--- src/rtl/riscv_pkg.sv ---
// Shared RV32 definitions for the memory stage: FUNCT3 access encodings,
// the MEM FSM state type and byte-lane helper functions.
package riscv_pkg;

    localparam logic [2:0] F3_B  = 3'b000;
    localparam logic [2:0] F3_H  = 3'b001;
    localparam logic [2:0] F3_W  = 3'b010;
    localparam logic [2:0] F3_BU = 3'b100;
    localparam logic [2:0] F3_HU = 3'b101;

    typedef enum logic {
        MEM_IDLE = 1'b0,
        MEM_BUSY = 1'b1
    } mem_state_e;

    // Undefined funct3 encodings fall through to word access.
    function automatic logic [3:0] byte_en(input logic [2:0] f3, input logic [1:0] a);
        case (f3)
            F3_B, F3_BU: byte_en = 4'b0001 << a;
            F3_H, F3_HU: byte_en = 4'b0011 << {a[1], 1'b0};
            default:     byte_en = 4'b1111;
        endcase
    endfunction

    function automatic logic [31:0] store_lanes(input logic [2:0] f3, input logic [31:0] d);
        case (f3)
            F3_B, F3_BU: store_lanes = {4{d[7:0]}};
            F3_H, F3_HU: store_lanes = {2{d[15:0]}};
            default:     store_lanes = d;
        endcase
    endfunction

    function automatic logic misaligned(input logic [2:0] f3, input logic [1:0] a);
        case (f3)
            F3_B, F3_BU: misaligned = 1'b0;
            F3_H, F3_HU: misaligned = a[0];
            default:     misaligned = (a != 2'b00);
        endcase
    endfunction

endpackage

--- src/rtl/load_extend.sv ---
// Selects the addressed byte/half of a read word and sign- or zero-extends it.
module load_extend
    import riscv_pkg::*;
(
    input  logic [31:0] rdata,
    input  logic [1:0]  addr_lo,
    input  logic [2:0]  funct3,
    output logic [31:0] data_out
);

    logic [7:0]  byte_sel;
    logic [15:0] half_sel;

    always_comb begin
        case (addr_lo)
            2'd0:    byte_sel = rdata[7:0];
            2'd1:    byte_sel = rdata[15:8];
            2'd2:    byte_sel = rdata[23:16];
            default: byte_sel = rdata[31:24];
        endcase
        half_sel = addr_lo[1] ? rdata[31:16] : rdata[15:0];
        case (funct3)
            F3_B:    data_out = {{24{byte_sel[7]}}, byte_sel};
            F3_H:    data_out = {{16{half_sel[15]}}, half_sel};
            F3_BU:   data_out = {24'd0, byte_sel};
            F3_HU:   data_out = {16'd0, half_sel};
            default: data_out = rdata;
        endcase
    end

endmodule

--- src/rtl/mem_access_stage.sv ---
// MEM pipeline stage: EX/MEM register, req/ack data-memory access with timeout,
// load extension and front-end stall. Define MEM_MISALIGN_TRAP_EN to trap misaligned accesses.
module mem_access_stage
    import riscv_pkg::*;
#(
    parameter int TIMEOUT_CYC = 16
) (
    input  logic        clk,
    input  logic        rst_n,
    input  logic [31:0] ALU_OUT_EX,
    input  logic [31:0] STORE_DATA_EX,
    input  logic [2:0]  FUNCT3_EX,
    input  logic [4:0]  RD_EX,
    input  logic        RegWrite_EX,
    input  logic        MemtoReg_EX,
    input  logic        MemRead_EX,
    input  logic        MemWrite_EX,
    output logic        STALL,
    output logic        DMEM_REQ,
    output logic        DMEM_WE,
    output logic [31:0] DMEM_ADDR,
    output logic [31:0] DMEM_WDATA,
    output logic [3:0]  DMEM_BE,
    input  logic        DMEM_ACK,
    input  logic [31:0] DMEM_RDATA,
    output logic [31:0] ALU_OUT_MEM,
    output logic [31:0] MEM_DATA_MEM,
    output logic [4:0]  RD_MEM,
    output logic        RegWrite_MEM,
    output logic        MemtoReg_MEM,
    output logic        BUS_ERR_MEM
);

    localparam int CNT_W = $clog2(TIMEOUT_CYC + 1);
    localparam logic [CNT_W-1:0] CNT_MAX = CNT_W'(TIMEOUT_CYC);

    mem_state_e       state_q, state_d;
    logic [CNT_W-1:0] cnt_q, cnt_d, cnt_inc;
    logic             req_q, req_d, we_q, we_d;
    logic [31:0]      addr_q, addr_d, wdata_q, wdata_d;
    logic [3:0]       be_q, be_d;
    logic [2:0]       f3_q, f3_d;
    logic             is_load_q, is_load_d;
    logic             pend_rw_q, pend_rw_d, pend_m2r_q, pend_m2r_d;
    logic [31:0]      alu_out_q, alu_out_d, mem_data_q, mem_data_d;
    logic [4:0]       rd_q, rd_d;
    logic             regwrite_q, regwrite_d, memtoreg_q, memtoreg_d;
    logic             bus_err_q, bus_err_d, trap_q, trap_d;
    logic             mem_op, mis_trap;
    logic [31:0]      ext_data;

    load_extend u_load_extend (
        .rdata    (DMEM_RDATA),
        .addr_lo  (alu_out_q[1:0]),
        .funct3   (f3_q),
        .data_out (ext_data)
    );

    assign mem_op  = MemRead_EX | MemWrite_EX;
    assign cnt_inc = cnt_q + 1'b1;

`ifdef MEM_MISALIGN_TRAP_EN
    assign mis_trap = mem_op & misaligned(FUNCT3_EX, ALU_OUT_EX[1:0]);
`else
    assign mis_trap = 1'b0;
`endif

    always_comb begin
        state_d    = state_q;
        cnt_d      = cnt_q;
        req_d      = req_q;
        we_d       = we_q;
        addr_d     = addr_q;
        wdata_d    = wdata_q;
        be_d       = be_q;
        f3_d       = f3_q;
        is_load_d  = is_load_q;
        pend_rw_d  = pend_rw_q;
        pend_m2r_d = pend_m2r_q;
        alu_out_d  = alu_out_q;
        mem_data_d = mem_data_q;
        rd_d       = rd_q;
        regwrite_d = regwrite_q;
        memtoreg_d = memtoreg_q;
        bus_err_d  = 1'b0;
        trap_d     = 1'b0;
        STALL      = 1'b0;
        case (state_q)
            MEM_IDLE: begin
                alu_out_d  = ALU_OUT_EX;
                rd_d       = RD_EX;
                regwrite_d = RegWrite_EX;
                memtoreg_d = MemtoReg_EX;
                cnt_d      = '0;
                if (trap_q) begin
                    // The trapped op is still held in EX for this cycle; retire it as a bubble.
                    regwrite_d = 1'b0;
                    memtoreg_d = 1'b0;
                end else if (mis_trap) begin
                    STALL      = 1'b1;
                    bus_err_d  = 1'b1;
                    trap_d     = 1'b1;
                    regwrite_d = 1'b0;
                    memtoreg_d = 1'b0;
                end else if (mem_op) begin
                    STALL      = 1'b1;
                    regwrite_d = 1'b0;
                    memtoreg_d = 1'b0;
                    pend_rw_d  = RegWrite_EX;
                    pend_m2r_d = MemtoReg_EX;
                    req_d      = 1'b1;
                    we_d       = MemWrite_EX;
                    is_load_d  = MemRead_EX;
                    addr_d     = {ALU_OUT_EX[31:2], 2'b00};
                    be_d       = byte_en(FUNCT3_EX, ALU_OUT_EX[1:0]);
                    wdata_d    = store_lanes(FUNCT3_EX, STORE_DATA_EX);
                    f3_d       = FUNCT3_EX;
                    state_d    = MEM_BUSY;
                end
            end
            MEM_BUSY: begin
                STALL = 1'b1;
                if (DMEM_ACK) begin
                    STALL      = 1'b0;
                    req_d      = 1'b0;
                    cnt_d      = '0;
                    regwrite_d = pend_rw_q;
                    memtoreg_d = pend_m2r_q;
                    if (is_load_q) mem_data_d = ext_data;
                    state_d    = MEM_IDLE;
                end else if (cnt_inc == CNT_MAX) begin
                    // Abort releases the front end so the faulting op is not reissued.
                    STALL     = 1'b0;
                    req_d     = 1'b0;
                    cnt_d     = '0;
                    bus_err_d = 1'b1;
                    state_d   = MEM_IDLE;
                end else begin
                    cnt_d = cnt_inc;
                end
            end
            default: state_d = MEM_IDLE;
        endcase
    end

    always_ff @(posedge clk or negedge rst_n) begin
        if (!rst_n) begin
            state_q    <= MEM_IDLE;
            cnt_q      <= '0;
            req_q      <= 1'b0;
            we_q       <= 1'b0;
            addr_q     <= '0;
            wdata_q    <= '0;
            be_q       <= '0;
            f3_q       <= '0;
            is_load_q  <= 1'b0;
            pend_rw_q  <= 1'b0;
            pend_m2r_q <= 1'b0;
            alu_out_q  <= '0;
            mem_data_q <= '0;
            rd_q       <= '0;
            regwrite_q <= 1'b0;
            memtoreg_q <= 1'b0;
            bus_err_q  <= 1'b0;
            trap_q     <= 1'b0;
        end else begin
            state_q    <= state_d;
            cnt_q      <= cnt_d;
            req_q      <= req_d;
            we_q       <= we_d;
            addr_q     <= addr_d;
            wdata_q    <= wdata_d;
            be_q       <= be_d;
            f3_q       <= f3_d;
            is_load_q  <= is_load_d;
            pend_rw_q  <= pend_rw_d;
            pend_m2r_q <= pend_m2r_d;
            alu_out_q  <= alu_out_d;
            mem_data_q <= mem_data_d;
            rd_q       <= rd_d;
            regwrite_q <= regwrite_d;
            memtoreg_q <= memtoreg_d;
            bus_err_q  <= bus_err_d;
            trap_q     <= trap_d;
        end
    end

    assign DMEM_REQ     = req_q;
    assign DMEM_WE      = we_q;
    assign DMEM_ADDR    = addr_q;
    assign DMEM_WDATA   = wdata_q;
    assign DMEM_BE      = be_q;
    assign ALU_OUT_MEM  = alu_out_q;
    assign MEM_DATA_MEM = mem_data_q;
    assign RD_MEM       = rd_q;
    assign RegWrite_MEM = regwrite_q;
    assign MemtoReg_MEM = memtoreg_q;
    assign BUS_ERR_MEM  = bus_err_q;

endmodule

--- config.mk ---
export PLATFORM = sky130hd
export DESIGN_NAME = mem_access_stage
export DESIGN_NICKNAME = d
export VERILOG_FILES = /design/src/rtl/riscv_pkg.sv /design/src/rtl/load_extend.sv /design/src/rtl/mem_access_stage.sv
export SDC_FILE = /design/constraint.sdc
export NUM_CORES = 1
export LEC_CHECK = 0
export ABC_AREA = 1
export BUFFER_PORTS_ARGS = -buffer_cell sky130_fd_sc_hd__buf_4
export CAP_MARGIN = 20
export CORE_UTILIZATION = 50
export DETAILED_ROUTE_END_ITERATION = 10
export GPL_ROUTABILITY_DRIVEN = 0
export HOLD_SLACK_MARGIN = 0.1
export PLACE_DENSITY = 0.92
export SYNTH_ARGS = -nofsm -noshare
export SYNTH_HDL_FRONTEND = slang
export SYNTH_HIERARCHICAL = 1
export SYNTH_SLANG_ARGS = --single-unit
--- constraint.sdc ---
create_clock -name clk -period 2.13 [get_ports clk]
set_clock_uncertainty 0.15 [all_clocks]
set_input_delay 0.426 -clock clk [delete_from_list [all_inputs] [get_ports clk]]
set_output_delay 0.426 -clock clk [all_outputs]
set_load 0.01 [all_outputs]
==> results of run 1 <==
[synth_stat cells, drive strengths merged]
| cell type | n |
|---|---|
| a21oi | 64 |
| a31oi | 1 |
| buf | 30 |
| clkbuf | 15 |
| conb | 1 |
| dfrtp | 152 |
| ha | 1 |
| inv | 67 |
| mux2 | 32 |
| nand2 | 213 |
| nand3 | 35 |
| nand3b | 1 |
| nand4 | 2 |
| nor2 | 28 |
| nor3 | 2 |
| o21ai | 112 |
[worst reg2reg max path, cell delays in order (launching register included)]
cell and delay, ps:
dfrtp_1 360, ha_2 220, nand3_2 80, nand2_1 80, nand2_2 70, buf_4 130, buf_4 120, buf_4 120
buf_4 120, buf_4 120, buf_4 120, buf_4 120, buf_4 120, nand2_1 50, a21oi_1 40
[worst paths after layout]
check	cells after the start	slack, ps	end
worst max register to register	14	0	cnt_q[4]$_DFF_PN0_
worst min register to register	2	330	DMEM_WDATA[28]$_DFFE_PN0P_
min in group asynchronous	2	380	MEM_DATA_MEM[19]$_DFFE_PN0P_
worst max-delay path	8	-50	STALL
max in group asynchronous	3	860	state_q$_DFF_PN0_
worst min-delay path	3	100	ALU_OUT_MEM[1]$_DFFE_PN0N_
[logic make-up (layout without fill, tap and decap cells)]
kind of cell             after synthesis  count (layout)  share of synthesized area, %
AO/OA/AOI/OAI                        177             177                          12.9
multiplexers                          32              32                          6.81
buffers and inverters                112             393                          7.72
other                                  1               2                        0.0540
adder cells (fa/ha/maj)                1               1                         0.180
flip-flops                           152             152                          54.7
AND/OR/NAND/NOR                      281             281                          17.6
[where the power goes]
group	switching, mW	internal, mW
clock network	1.26	1.69
logic	2.57	2.50
registers	0.765	3.94
[cell type report]
| class | instances | area share, % |
|---|---|---|
| Sequential cell | 152 | 38.8 |
| Multi-Input combinational cell | 493 | 26.9 |
| Timing Repair Buffer | 295 | 23.6 |
| Clock buffer | 21 | 4.69 |
| Inverter | 67 | 2.56 |
| Tap cell | 176 | 2.24 |
| Clock inverter | 10 | 1.12 |
[flip-flops by register name (all words and copies together) (netlist names)]
name          cells
RD_MEM            5
MemtoReg_MEM      1
state_q           1
MEM_DATA_MEM     32
cnt_q             5
DMEM_ADDR        30
BUS_ERR_MEM       1
is_load_q         1
f3_q              3
ALU_OUT_MEM      32
DMEM_WE           1
DMEM_BE           4
pend_rw_q         1
DMEM_REQ          1
DMEM_WDATA       32
pend_m2r_q        1
RegWrite_MEM      1
[metal layers]
layer / share of wire (%) / track usage [%] / vias up / routed length [µm]
li1: - / - / 2981 / -
met1: 38 / 35.4 / 3108 / 7980
met2: 49 / 50.1 / 379 / 10400
met3: 9.1 / 9.32 / 67 / 1920
met4: 3.8 / 14.7 / 0 / 796
met5: 0 / 0 / - / 0
[metrics by stage]
step,TNS (ps),util [%],setup slack [ps],std cells,power (mW)
6_report,-52.9,73.2,-52.9,1214,12.7
5_1_grt,-185,73.2,-109,1214,13.3
4_1_cts,0,73.1,2.80,1212,12.7
3_5_place_dp,0,66.9,259,1154,9.64
3_3_place_gp,0,66.9,305,1154,9.43
2_1_floorplan,0,-,463,757,7.24
[what timing repair did]
action,in CTS,in global routing
pin swaps,3,3
hold buffers,14,0
cloned,0,0
endpoints found under the hold margin,59,0
setup endpoints to repair,1,2
setup buffers,13,2
resized for setup,7,1
==> metrics.txt, run 1 <==
most frequent cells in the layout=buf_4, nand2_1, dfrtp_1; Synth area leader=dfrtp_1; failing checks=negative setup slack; vias per std cell=between 5 and 6; Arrival @ worst endpoint=~1600 ps; warnings from Yosys=6; largest net degree at the start of global routing=between 60 and 70; Final Cell Area=approximately 9800 µm²; commonest non-fill, non-tap cell in the layout=buf_4; total wire length=between 20000 and 25000 µm; max_slew headroom=59.8%; initial antenna violation count=0; crit-path cells=ha_2, nand3_2, nand2_1, nand2_2, nand3_2, nand2_2, nand2_2, buf_6; crit-path max FO=4; initial DRC count=660; DIE HEIGHT=120 µm; io pins=254; hold_ws=around 100 ps; flops & latches, synth=152; CTS buffer count=17; syn_area_per_cell=9.19 µm²; Buf+Inv Stages, Crit Path=1; drt wl/cell=between 15 and 20 µm; Top delay family on crit path=simple AND/OR/NAND/NOR gates; crit path capture type=output port; clk buf depth=2; Crit Path Category=flop to output port; first-pass GRT wire length=about 33000 µm; antenna-violating nets left=0; vias in the first global route=6552; drt first pass iters=6; Mapped Cells=between 700 and 800; RSZ-0062 raised after global routing=yes; CTS Root Cell=clkbuf_16; Min-Delay Startpoint=ALU_OUT_EX[1]; H-tree lvl count=4; routed via count=6535; Pleak=5.22 nW; Yosys top cell area share=a little over half; detailed placement HPWL=14500 µm; num rows=42; Register Area=approximately 3800 µm²; Startpoint Class=flop; post-synthesis sequential area ratio=54.7%; FF-to-FF Start=cnt_q[0]$_DFF_PN0_; fin nets=about 1100; Antenna Diode Count=0; Sink Count=between 150 and 200; Hold Path Class=primary input to flop; fillers=slightly above 900; fin worst setup slack=-52.9 ps; drc violations=0; CORE AREA=13400 µm²; I/O Buffers=about 250; Max VDD drop=between 0.8 and 0.9 mV; Power per Cell Area=between 1000 and 1500 nW/µm²; Die Wd=between 100 and 150 µm; Starting Density=51.9%; Finish-stage setup viols=1; most frequent CP cell=nand2_2; post-synthesis cell type count=28; max-slew violation count=0; crit path time final=2180 ps; Area after DPL=approximately 9000 µm²; Total GRT Usage=between 30% and 40%; GRT overflow=0; Fin. Hold Viols=0; CTS clk-pin slew, worst paths=roughly 60 ps; Die Area=between 10000 and 15000 µm²; Slew @ Worst Pin=between 600 and 700 ps; period utilization=102%; CP required=1550 ps; Crit-path slowest cell=dfrtp_1; fmax=458 MHz; status=finished, violations left; worst setup path startpoint=cnt_q[0]$_DFF_PN0_; fraction of layout cells with a size suffix above 1=a little over a third; P&R area growth vs syn=41.2%; post-synth design cell area=6950 µm²; Max-Cap Viols=0; worst-skew pair later-pin latency=420 ps; largest cells by area after synthesis=dfrtp_1, nand2_1, o21ai_0; CTS tree=built; CP peak stage delay=a little under 400 ps; area of the multi-input gates=2640 µm²
Note: power is estimated with default switching activity, not from simulation.
==> run 2, diff against run 1 <==
--- a/config.mk
+++ b/config.mk
@@ -12,7 +12,7 @@
 export DETAILED_ROUTE_END_ITERATION = 10
 export GPL_ROUTABILITY_DRIVEN = 0
 export HOLD_SLACK_MARGIN = 0.1
-export PLACE_DENSITY = 0.92
+export PLACE_DENSITY = 0.9
 export SYNTH_ARGS = -nofsm -noshare
 export SYNTH_HDL_FRONTEND = slang
 export SYNTH_HIERARCHICAL = 1
==> run 2 against run 1 <==
  * The run now ends clean
  * Die area unchanged
  * Flip-flop and latch count unchanged
  * Final cell count decreased by 0.41%
  * Routed wire length about the same
  * Sequential share of layout area increased by 0.055 points
  * First-iteration DRC count decreased by 10%
  * Critical path depth unchanged
  * Clock power about the same
  * Core utilization decreased by 0.10 points
  * Combinational power about the same
  * Clock-buffer cell count decreased by 2
  * Cell area decreased by 0.14%
  * Critical endpoint unchanged
  * Largest power group unchanged
==> metrics.txt, run 2 (synthesis gave the netlist of run 1 again) <==
drt wl/cell=17.5 µm (+0.44%); CTS buffer count=17 (unchanged); sw frac=35.7% (-0.43 points); Startpoint Class=flop; vias per std cell=5.32 (-1.1%); Setup TNS=0 ps (+52.9 ps); initial antenna violation count=0 (unchanged); Power per Cell Area=1300 nW/µm² (+0.15%); crit path capture type=output port; Max-Cap Viols=0 (unchanged); clk buf depth=2 (unchanged); CORE AREA=13400 µm² (unchanged); switching power=4.53 mW (-1.2%); Max VDD drop=0.778 mV (-11%); Die Area=14400 µm² (unchanged); Slew @ Worst Pin=530 ps (-72.9 ps); routed via count=6434 (-1.5%); Reg2Reg Depth=5 (-9); reg-to-reg setup timing slack=240 ps (+240 ps); crit-path max FO=4 (unchanged); first-pass GRT wire length=33100 µm (about the same); most frequent cells in the layout=buf_4, nand2_1, dfrtp_1; Final Util=73.1% (-0.10 points); commonest non-fill, non-tap cell in the layout=buf_4; io pins=254 (unchanged); hold_ws=114 ps (+9.58 ps); I/O Buffers=251 (unchanged); Total GRT Usage=30.2% (+0.13 points); internal power=8.18 mW (+0.69%); antenna-violating nets left=0 (unchanged); worst setup path startpoint=cnt_q[0]$_DFF_PN0_; crit path time final=2130 ps (-55.5 ps); combinational fraction of design power=40.0% (+0.2 points); Crit Path Category=flop to output port; CTS clk-pin slew, worst paths=60 ps (about the same); Hold Path Class=primary input to flop; Starting Density=51.9% (unchanged); detailed placement HPWL=14600 µm (+0.77%); Antenna Diode Count=0 (unchanged); CP required=1550 ps (about the same); fmax=470 MHz (+2.6%); H-tree lvl count=4 (unchanged); FF-to-FF Start=ALU_OUT_MEM[1]$_DFFE_PN0N_; Pleak=5.19 nW (-0.57%); Worst Setup EP=STALL; Die Wd=120 µm (unchanged); fin nets=1134 (-0.35%); status=finished, final reports clean; CTS tree=built; RSZ-0062 raised after global routing=yes; pre-CTS setup slack=246 ps (-12.3 ps); max_slew headroom=64.7% (+4.9 points); CTS Root Cell=clkbuf_16; Sink Count=152 (unchanged); Clk network pwr share=23.1% (about the same); GRT overflow=0 (unchanged); DIE HEIGHT=120 µm (unchanged); max-slew violation count=0 (unchanged); vias in the first global route=6565 (+0.20%); hold path depth=3 (unchanged); largest net degree at the start of global routing=79 (+14%); total wire length=21100 µm (about the same); Finish-stage setup viols=0 (-1); Arrival @ worst endpoint=1550 ps (-60 ps); register share of total power=36.9% (about the same); fin worst setup slack=2.66 ps (+55.5 ps); num rows=42 (unchanged); fraction of layout cells with a size suffix above 1=36.0% (-0.60 points); Fin. Hold Viols=0 (unchanged); P&R area growth vs syn=41.0%; RR Endpoint=MEM_DATA_MEM[18]$_DFFE_PN0P_; initial DRC count=592 (-10%); overall power=12.7 mW (about the same); drt first pass iters=7 (+1); drc violations=0 (unchanged); worst-skew pair later-pin latency=420 ps (about the same); period utilization=99.9% (-2.6 points)
==> run 2: cell types whose count changed in the layout (fill, tap and decap cells not counted), moves of 3 or more <==
cell	before	now
buf_4	274	264
clkinv_2	0	3
inv_6	4	1
dlygate4sd3_1	14	20
==> run 2: power by group through the flow <==
| stage | clock [mW] | combinational, mW | sequential, mW |
|---|---|---|---|
| 6_report | 2.94 | 5.08 | 4.70 |
| 5_1_grt | 3.08 | 5.49 | 4.80 |
| 4_1_cts | 2.96 | 5.06 | 4.67 |
| 3_5_place_dp | 0 | 4.99 | 4.67 |
| 3_3_place_gp | 0 | 4.79 | 4.64 |
| 2_1_floorplan | 0 | 2.24 | 5.00 |
==> run 2: how the worst min path moves through the flow <==
stage | startpoint | endpoint | slack, ps
6_report | ALU_OUT_EX[6] | ALU_OUT_MEM[6]$_DFFE_PN0N_ | 110
5_1_grt | ALU_OUT_EX[1] | ALU_OUT_MEM[1]$_DFFE_PN0N_ | 120
4_1_cts | ALU_OUT_EX[29] | ALU_OUT_MEM[29]$_DFFE_PN0N_ | 100
3_5_place_dp | rst_n | RD_MEM[2]$_DFFE_PN0N_ | 270
3_3_place_gp | rst_n | RD_MEM[4]$_DFFE_PN0N_ | 270
2_1_floorplan | rst_n | ALU_OUT_MEM[0]$_DFFE_PN0N_ | -20
==> run 2: worst max-delay path, stage by stage, from the launching register on <==
cell and delay [ps]:
dfrtp_1 380, ha_2 210, nand3_2 80, nand2_2 50, nand2_2 70, nand3_2 80, nand2_2 80, nand2_2 60
buf_6 120
==> run 2: cell type report <==
type / instances / area, µm²
clock buffers: 19 / 443
clock inverters: 11 / 126
fillers: 891 / 3600
inverters: 67 / 251
multi-input cells: 493 / 2650
flip-flops and latches: 152 / 3800
well taps: 176 / 220
repair buffers: 291 / 2300
==> run 2: timing repair <==
item                       in CTS  in global routing
hold buffers                   20                  0
gates resized for setup         6                  4
setup endpoints to repair       1                  1
buffers inserted                3                  1
hold endpoints to repair       63                  0
pin swaps                       3                  5
==> run 2: layer usage <==
| metal | GRT usage (%) | share of wire [%] | wire length [µm] |
|---|---|---|---|
| met1 | 34.6 | 37 | 7820 |
| met5 | 0 | 0 | 0 |
| met2 | 51.4 | 50 | 10600 |
| met4 | 16.0 | 3.7 | 784 |
| met3 | 8.56 | 9.1 | 1910 |
==> run 2: per-stage QoR <==
step           std cells  cell area, µm²
6_report            1209            9800
5_1_grt             1209            9800
4_1_cts             1208            9780
3_5_place_dp        1155            8970
3_3_place_gp        1155            8970
2_1_floorplan        757            6950
==> run 3, diff against run 2 <==
--- a/config.mk
+++ b/config.mk
@@ -8,6 +8,7 @@
 export ABC_AREA = 1
 export BUFFER_PORTS_ARGS = -buffer_cell sky130_fd_sc_hd__buf_4
 export CAP_MARGIN = 20
+export CORE_MARGIN = 1.5
 export CORE_UTILIZATION = 50
 export DETAILED_ROUTE_END_ITERATION = 10
 export GPL_ROUTABILITY_DRIVEN = 0
==> run 3 against run 2 <==
  * The flow now finishes with violations (negative setup slack)
  * Worst setup slack lost 74 ps
  * Worst hold slack lost 13 ps
  * Clock power grew 2%
  * First-iteration DRC count grew 30%
  * Non-clock buffer count shrank 1
  * Sequential power is essentially flat
  * Combinational power grew 1%
  * Clock-buffer cell count is the same
  * Final cell count is essentially flat
  * Register-to-register slack lost 70 ps
  * Maximum frequency shrank 3.3%
  * Core utilization is essentially flat
  * Critical path type unchanged
  * Largest cell class unchanged
==> metrics.txt, run 3 (synthesis gave the netlist of run 1 again) <==
antenna-violating nets left=0 (unchanged); I/O Buffers=251 (unchanged); crit path capture type=output port; drt wl/cell=18.3 µm (+4.5%); Top delay family on crit path=simple AND/OR/NAND/NOR gates; detailed placement HPWL=14800 µm (+1.7%); Die Area=14600 µm² (+1.7%); CP required=1550 ps (about the same); Sink Count=152 (unchanged); CTS clk-pin slew, worst paths=70 ps (about the same); Pleak=5.19 nW (about the same); Crit-path slowest cell=dfrtp_1; hold_ws=101 ps (-13.1 ps); Final Cell Area=9790 µm² (about the same); Die Wd=121 µm (+0.83%); crit-path max FO=4 (unchanged); first-pass GRT wire length=34600 µm (+4.3%); worst-skew pair later-pin latency=430 ps (about the same); fin nets=1133 (-0.088%); Max-Cap Viols=0 (unchanged); CORE AREA=13400 µm² (unchanged); max-slew violation count=0 (unchanged); Levels on crit path=7 (-1); routed via count=6591 (+2.4%); Reg2Reg Depth=5 (unchanged); period utilization=103% (+3.5 points); H-tree lvl count=4 (unchanged); failing checks=negative setup slack; Non-Filler Instances=1210 (+0.083%); Setup TNS=-71.1 ps (-71.1 ps); sw frac=36.6% (+0.90 points); Hold Path Class=primary input to flop; Fin. Hold Viols=0 (unchanged); crit-path cells=ha_2, nand4_1, nand2_2, nand3_2, nand2_2, nand2_2, buf_6; CP peak stage delay=360 ps (-20 ps); internal power=8.17 mW (-0.17%); CTS buffer count=17 (unchanged); hold path depth=3 (unchanged); fraction of layout cells with a size suffix above 1=36.6% (+0.55 points); drc violations=0 (unchanged); Area after DPL=8970 µm² (about the same); num rows=42 (unchanged); Finish-stage setup viols=1 (+1); initial antenna violation count=0 (unchanged); clk buf depth=2 (unchanged); total wire length=22100 µm (+4.6%); largest net degree at the start of global routing=69 (-13%); DIE HEIGHT=121 µm (+0.83%); most frequent CP cell=nand2_2; Antenna Diode Count=0 (unchanged); Starting Density=51.9% (unchanged); status=finished, violations left; Total GRT Usage=30.9% (+0.70 points); Arrival @ worst endpoint=1630 ps (+80 ps); placed cells=1156 (+0.087%); Final Util=73.1% (about the same); Slew @ Worst Pin=628 ps (+98.7 ps); P&R area growth vs syn=40.9% (about the same); max_slew headroom=58.1% (-6.6 points); switching power=4.71 mW (+3.8%); Startpoint Class=flop; register share of total power=36.7% (-0.2 points); Power per Cell Area=1310 nW/µm² (+1.3%); GRT overflow=0 (unchanged); commonest non-fill, non-tap cell in the layout=buf_4; io pins=254 (unchanged); fmax=454 MHz (-3.3%); RSZ-0062 raised after global routing=yes; vias per std cell=5.45 (+2.4%); Clk network pwr share=23.3% (+0.2 points); CTS tree=built; Crit Path Category=flop to output port; vias in the first global route=6665 (+1.5%); Buf+Inv Stages, Crit Path=1 (unchanged); combinational fraction of design power=40.0% (about the same); most frequent cells in the layout=buf_4, nand2_1, dfrtp_1; fin worst setup slack=-71.1 ps (-73.7 ps); Max VDD drop=0.825 mV (+6.0%); drt first pass iters=7 (unchanged); CTS Root Cell=clkbuf_16; crit path time final=2200 ps (+73.7 ps); initial DRC count=769 (+30%)
## run 3: routing by layer
| metal | up-vias | track usage [%] | part of all wire, % |
|---|---|---|---|
| met1 | 3125 | 36.0 | 37 |
| li1 | 2976 | - | - |
| met2 | 409 | 53.0 | 50 |
| met3 | 81 | 9.87 | 9.6 |
| met4 | 0 | 12.7 | 3.4 |
| met5 | - | 0 | 0 |
## run 3: power groups by stage
stage          clock network [mW]  registers, mW  logic [mW]
6_report                     3.00           4.72        5.15
2_1_floorplan                   0           5.00        2.24
3_3_place_gp                    0           4.65        4.82
5_1_grt                      3.15           4.82        5.57
3_5_place_dp                    0           4.68        5.01
4_1_cts                      3.01           4.70        5.12
## run 3: path summary, 6_finish.rpt
path,start,end,slack [ps]
max,cnt_q[0]$_DFF_PN0_,STALL,-70
min in group asynchronous,rst_n,MEM_DATA_MEM[19]$_DFFE_PN0P_,370
max in group asynchronous,rst_n,DMEM_WDATA[28]$_DFFE_PN0P_,810
min reg2reg,pend_rw_q$_DFFE_PN0P_,pend_rw_q$_DFFE_PN0P_,330
min,ALU_OUT_EX[7],ALU_OUT_MEM[7]$_DFFE_PN0N_,100
max reg2reg,ALU_OUT_MEM[1]$_DFFE_PN0N_,MEM_DATA_MEM[28]$_DFFE_PN0P_,170
## run 3: area by class of cell
type                    instances  area (µm²)
clock buffers                  19         453
inverters                      67         251
flip-flops and latches        152        3800
repair buffers                290        2280
multi-input cells             493        2650
well taps                     176         220
fillers                       907        3610
clock inverters                13         133
## run 3: metrics by stage
stage	worst slack, ps	power, mW
after floorplan	463	7.24
after global placement	296	9.47
after detailed placement	197	9.69
after CTS	-35.4	12.8
after global routing	-118	13.5
final	-71.1	12.9
## run 3: what timing repair did
item                                   in CTS  in global routing
setup endpoints to repair                   1                  1
setup buffers                               6                  1
hold buffers                               15                  0
endpoints found under the hold margin      61                  0
gates resized for setup                     6                  3
pin swaps                                   4                  3
## run 3: worst min-delay path: stages
cell	delay (ps)
buf_4	110
inv_1	50
o21ai_0	60
